`src/rtl/counter_pkg.sv`:
```
// Shared types and helpers for the counter family.
// Direction/mode encodings and load clamping live here.
package counter_pkg;

  typedef enum logic {DIR_UP = 1'b0, DIR_DOWN = 1'b1} dir_e;
  typedef enum logic {MODE_SAT = 1'b0, MODE_WRAP = 1'b1} mode_e;

  // Load values above the limit are pinned to the limit.
  function automatic logic [63:0] clamp_load(
    input logic [63:0] d,
    input logic [63:0] max
  );
    return (d > max) ? max : d;
  endfunction

endpackage

```
`src/rtl/counter_next.sv`:
```
// Combinational next-count for a bounded up/down counter.
// Flags a boundary event when a step hits 0 or MAX.
module counter_next
  import counter_pkg::*;
#(
  parameter int unsigned     W   = 8,
  parameter longint unsigned MAX = (64'd1 << W) - 64'd1
) (
  input  logic [W-1:0] y_i,
  input  dir_e         dir_i,
  input  mode_e        wrap_i,
  input  logic         en_i,
  output logic [W-1:0] y_o,
  output logic         evt_o
);

  localparam int unsigned W1   = W + 1;
  localparam logic [W:0]  MaxE = W1'(MAX);
  localparam logic [W:0]  One  = W1'(1);

  // One spare bit keeps MAX = 2**W-1 from wrapping silently.
  logic [W:0] y_ext;
  assign y_ext = {1'b0, y_i};

  always_comb begin
    y_o   = y_i;
    evt_o = 1'b0;
    if (en_i) begin
      unique case (dir_i)
        DIR_UP: begin
          if (y_ext < MaxE) begin
            y_o = W'(y_ext + One);
          end else begin
            evt_o = 1'b1;
            y_o   = (wrap_i == MODE_WRAP) ? '0 : W'(MaxE);
          end
        end
        DIR_DOWN: begin
          if (y_ext != '0) begin
            y_o = W'(y_ext - One);
          end else begin
            evt_o = 1'b1;
            y_o   = (wrap_i == MODE_WRAP) ? W'(MaxE) : '0;
          end
        end
      endcase
    end
  end

endmodule

```
`src/rtl/updown_counter_mod.sv`:
```
// Bounded up/down counter with load, clear, wrap/saturate,
// boundary flags, terminal-count pulse and sticky overflow.
module updown_counter_mod
  import counter_pkg::*;
#(
  parameter int unsigned     W   = 8,
  parameter longint unsigned MAX = (64'd1 << W) - 64'd1
) (
  input  logic         CLK,
  input  logic         N_RESET,
  input  logic         EN,
  input  logic         DIR,
  input  logic         WRAP,
  input  logic         LOAD,
  input  logic [W-1:0] D,
  input  logic         CLR,
  output logic [W-1:0] Y,
  output logic         AT_MIN,
  output logic         AT_MAX,
  output logic         TC,
  output logic         OVF
);

  if (W < 1 || W > 63 || MAX < 1 || MAX > ((64'd1 << W) - 64'd1))
  begin : g_bad_param
    $error("updown_counter_mod: MAX out of range 1..2**W-1");
  end

  localparam logic [W-1:0] MaxY = W'(MAX);

  logic [W-1:0] y_q, y_d;
  logic         tc_q, tc_d;
  logic         ovf_q, ovf_d;
  logic [W-1:0] y_step;
  logic         evt;
  logic [W-1:0] y_load;

  counter_next #(
    .W   (W),
    .MAX (MAX)
  ) u_next (
    .y_i    (y_q),
    .dir_i  (dir_e'(DIR)),
    .wrap_i (mode_e'(WRAP)),
    .en_i   (EN),
    .y_o    (y_step),
    .evt_o  (evt)
  );

  assign y_load = W'(clamp_load(64'(D), MAX));

  // CLR beats LOAD beats EN; TC only lives for the cycle after an event.
  always_comb begin
    y_d   = y_q;
    tc_d  = 1'b0;
    ovf_d = ovf_q;
    if (CLR) begin
      y_d   = '0;
      ovf_d = 1'b0;
    end else if (LOAD) begin
      y_d = y_load;
    end else if (EN) begin
      y_d   = y_step;
      tc_d  = evt;
      ovf_d = ovf_q | evt;
    end
  end

  always_ff @(posedge CLK or negedge N_RESET) begin
    if (!N_RESET) begin
      y_q   <= '0;
      tc_q  <= 1'b0;
      ovf_q <= 1'b0;
    end else begin
      y_q   <= y_d;
      tc_q  <= tc_d;
      ovf_q <= ovf_d;
    end
  end

  assign Y      = y_q;
  assign TC     = tc_q;
  assign OVF    = ovf_q;
  assign AT_MIN = (y_q == '0);
  assign AT_MAX = (y_q == MaxY);

endmodule

```
`config.mk`:
```
export PLATFORM = sky130hd
export DESIGN_NAME = updown_counter_mod
export DESIGN_NICKNAME = d
export VERILOG_FILES = /design/src/rtl/counter_pkg.sv /design/src/rtl/counter_next.sv /design/src/rtl/updown_counter_mod.sv
export SDC_FILE = /design/constraint.sdc
export NUM_CORES = 1
export LEC_CHECK = 0
export ABC_AREA = 1
export ABC_CLOCK_PERIOD_IN_PS = 4150
export CAP_MARGIN = 0
export CORE_MARGIN = 5
export CORE_UTILIZATION = 55
export DETAILED_ROUTE_END_ITERATION = 7
export HOLD_SLACK_MARGIN = 0.03
export PLACE_DENSITY = 0.85
export SYNTH_ARGS = -nofsm -noshare
export SYNTH_HDL_FRONTEND = slang
export SYNTH_HIERARCHICAL = 1
export SYNTH_SLANG_ARGS = --single-unit
export TNS_END_PERCENT = 1
```
`constraint.sdc`:
```
create_clock -name CLK -period 4.15 [get_ports CLK]
set_input_delay 0.83 -clock CLK [delete_from_list [all_inputs] [get_ports CLK]]
set_output_delay 0.83 -clock CLK [all_outputs]
set_load 0.02 [all_outputs]
```
==> metrics.md <==
| Metric | Value |
|---|---|
| Crit path capture type | `output port` |
| Layout cell share with drive strength beyond 1 | `~12%` |
| Critical path cell sequence | `nand4_1, nor2_1, clkdlybuf4s50_1` |
| Root Buffer Master | `sky130_fd_sc_hd__clkbuf_4` |
| Min-Delay Endpoint | `OVF` |
| Gates resized, CTS repair | `0` |
| Depth of the worst register-to-register path | `13` |
| Fillcell total | `212` |
| Fraction of post-synthesis cell area in the top cell type by area | `approximately 30%` |
| Vias in the first global route | `around 1.3k` |
| Worst endpoint required time | `3320 ps` |
| DIE AREA | `between 3000 and 4000 um2` |
| Xor-xnor portion of the synthesized cell area | `between 1 and 1.5%` |
| Total via count in the routed design | `between 1k and 1.5k` |
| Placed Cells incl. Taps | `between 200 and 300` |
| Count of unresolved DRC violations after routing | `0` |
| Syn_nets | `about 240` |
| Total cell area at the placement stage | `about 1500 um2` |
| Post-synth EDFFs | `0` |
| Largest family of logic cells by synthesized area | `simple AND/OR/NAND/NOR gates` |
| Share of synthesized flip-flops with an asynchronous set or reset | `100%` |
| Worst setup SP type | `flop` |
| Compound-cell area share of the yosys netlist | `5.84%` |
| Routed WL | `around 3200 um` |
| Category of the critical setup timing path | `reg -> out` |
| Yosys Warn Count | `6` |
| TritonCTS clock tree | `done` |
| Top cells by area in the synthesized netlist | `sky130_fd_sc_hd__nand2_1 30%, sky130_fd_sc_hd__dfrtp_1 19%, sky130_fd_sc_hd__nand3_1 8.8%, sky130_fd_sc_hd__nor2_1 5.2%, sky130_fd_sc_hd__inv_1 4.0%` |
| Post CTS Setup Buffer Count | `0` |
| Worst clock skew | `roughly 3.3 ps` |
| Hold Path Class | `reg -> reg` |
| Initial core utilization | `between 50% and 60%` |
| CORE AREA | `between 2000 and 2500 um2` |
| Area added between synthesis and finish | `18.7%` |
| Number of instances in the synthesized netlist | `217` |
| Number of DRC markers in iteration 0 | `53` |
| Via density per instance | `around 5.3` |
| Min Tclk post-route | `between 2000 and 3000 ps` |
| Final instance count without filler cells | `268` |
| Global-route wire length before repair | `between 5000 and 6000 um` |
| Cell with the biggest individual delay on the critical path | `sky130_fd_sc_hd__dfrtp_1` |
| Routability cong. | `0.901` |
| Horizontal extent of the die | `58.8 um` |
| Launch instance of the worst register-to-register path | `Y[1]` |
| Clock Tree Buf Depth | `2` |
| Hold violation count in the final report | `0` |
| First drt pass iteration count | `4` |
| Number of synthesized register bits | `10` |
| Syn_area_per_cell | `about 6 um2` |
| # nets final | `260` |
| Slew margin rel. | `between 60% and 70%` |
| Achievable Freq | `381 MHz` |
| Buffers added on ports | `26` |
| Cell family contributing the most delay on the critical path | `flip-flops` |
| Total negative setup slack | `0 ps` |
| Mean routed wirelength per cell | `11.8 um` |
| Peak ir drop on the vdd network | `around 0.00020 V` |
| H-tree depth | `1` |
| Power density over the cells | `~240 nW/um2` |
| Leakage power of the design | `approximately 0.0008 uW` |
| Initial antenna violation count | `0` |
| Die extent in y | `58.8 um` |
| Maxcap violations | `0` |
| Largest net degree at the start of global routing | `18` |
| HP Start | `OVF` |
| Most repeated cell in the gate-level netlist after synthesis | `sky130_fd_sc_hd__nand2_1` |
| Main synth FF type | `sky130_fd_sc_hd__dfrtp_1` |
| Actual transition at the worst max-transition pin | `~530 ps` |
| Result of the run | `completed` |
| Yosys cell types | `27` |
| Most common library cells after synthesis | `105 x sky130_fd_sc_hd__nand2_1, 23 x sky130_fd_sc_hd__nand3_1, 18 x sky130_fd_sc_hd__nor2_1` |
| Endpoint of the lowest-slack register-to-register path | `Y[7]` |
| Portion of the post-synthesis area used by sequential elements | `19.1%` |
| Top Ports | `27` |
| DP HPWL | `~2400 um` |
| Number of max-slew violations in the final report | `0` |
| Synthesized-area fraction occupied by and/or/nand/nor cells | `about three fifths` |
| Unrepaired setup endpoints after global routing | `no` |
| Share of synthesized area spent on multiplexers | `0%` |
| Detail Route Antenna Nets | `0` |
| Library cell with the largest summed area after synthesis | `sky130_fd_sc_hd__nand2_1` |
| Clock sink total | `10` |
| Worst skew pair latency | `around 270 ps` |
| CTS Buf Count | `3` |
| Netlist Area Pre-Place | `approximately 1300 um2` |
| Clock transition at the registers of the reported paths | `about 60 ps` |
| Worst Hold Depth | `2` |
| Buf+Inv Stages, Crit Path | `1` |
| Setup slack, reg-to-reg | `around 2200 ps` |
| Total global routing track utilization | `19.7%` |
| Period utilisation layout | `around 63%` |
| N_diodes | `0` |
| Std cell rows | `17` |
| Crit-path max FO | `14` |
| Arrival time of the worst setup path | `around 1800 ps` |
| Post-route cell area | `1550 um2` |
| Overflow left after global routing | `0` |
| Adder-cell area share of the yosys netlist | `approximately 2.9%` |
| Count of final setup violators | `0` |
| Post-cts hold buffer count | `0` |
| CP peak stage delay | `680 ps` |
## registers in the layout (all words and copies together) (netlist names)
name	count
Y	8
OVF	1
TC	1
## logic make-up (layout without fill, tap and decap cells)
group	Yosys count	count (layout)
compound gates	10	10
xor+xnor	2	2
fa+ha+maj	3	3
buf+inv	23	46
flops	10	10
simple gates	169	169
## worst max-delay path by stage
stage          startpoint     end  slack [ps]  depth (start not counted)
2_1_floorplan        Y[4]  AT_MAX        2280                          2
3_3_place_gp         Y[3]  AT_MAX        1810                          3
3_5_place_dp         Y[2]  AT_MAX        1800                          3
4_1_cts              Y[2]  AT_MAX        1520                          3
5_1_grt              Y[2]  AT_MAX        1400                          3
6_report             Y[2]  AT_MAX        1530                          3
## layer usage
layer	wire [um]	track usage [%]	up-vias
li1	-	-	723
met1	1370	26.0	640
met2	1580	34.2	54
met3	210	3.73	2
met4	3	2.27	0
met5	0	0	-
## area by class of cell
| class | count | area, um2 | share of cell area, % |
|---|---|---|---|
| Sequential cell | 10 | 250 | 16.1 |
| Tap cell | 28 | 35.0 | 2.26 |
| Inverter | 17 | 71.3 | 4.60 |
| Clock buffer | 3 | 22.5 | 1.45 |
| Timing Repair Buffer | 26 | 260 | 16.8 |
| Multi-Input combinational cell | 184 | 912 | 58.8 |
## worst register-to-register path: stages (launching register included)
cell	delay [ps]
sky130_fd_sc_hd__dfrtp_1	540
sky130_fd_sc_hd__ha_1	350
sky130_fd_sc_hd__nand3_2	140
sky130_fd_sc_hd__nor2_4	140
sky130_fd_sc_hd__nand2_4	100
sky130_fd_sc_hd__nand2_4	80
sky130_fd_sc_hd__nand2_4	80
sky130_fd_sc_hd__nand2_2	80
sky130_fd_sc_hd__nand3_1	80
sky130_fd_sc_hd__nand2_1	80
sky130_fd_sc_hd__nand2_1	60
sky130_fd_sc_hd__nand2_1	70
sky130_fd_sc_hd__nand2_1	60
sky130_fd_sc_hd__nand2_1	60
## metrics by stage
step / hold WS (ps) / setup slack, ps / total power [uW] / util, %
global route: 536 / 1400 / 393 / 69.5
floorplan: 534 / 2280 / 252 / -
finish: 480 / 1530 / 365 / 69.5
detailed placement: 469 / 1800 / 299 / 68.5
CTS: 486 / 1520 / 366 / 69.5
global placement: 469 / 1810 / 298 / 68.5
## cell usage in the layout (no fill, tap or decap), types with 3 or more instances in the layout
cell	netlist	final
sky130_fd_sc_hd__nand2_1	105	105
sky130_fd_sc_hd__clkdlybuf4s50_1	0	26
sky130_fd_sc_hd__nand3_1	23	23
sky130_fd_sc_hd__nor2_1	18	18
sky130_fd_sc_hd__inv_1	14	14
sky130_fd_sc_hd__dfrtp_1	10	10
sky130_fd_sc_hd__nand4_1	4	4
sky130_fd_sc_hd__nand2_2	4	4
sky130_fd_sc_hd__nand2_4	4	4
sky130_fd_sc_hd__o21ai_0	4	4
sky130_fd_sc_hd__nor2_2	3	3
sky130_fd_sc_hd__o21ai_2	3	3
sky130_fd_sc_hd__clkbuf_4	0	3
sky130_fd_sc_hd__nor2_4	3	3
sky130_fd_sc_hd__nand3_2	3	3
sky130_fd_sc_hd__ha_1	3	3
## where the power goes
group,switching (uW),internal [uW],total [uW]
logic,101,73.3,174
registers,20.7,103,124
clock network,33.2,33.5,66.7
Power figures use the tool's default switching activity.
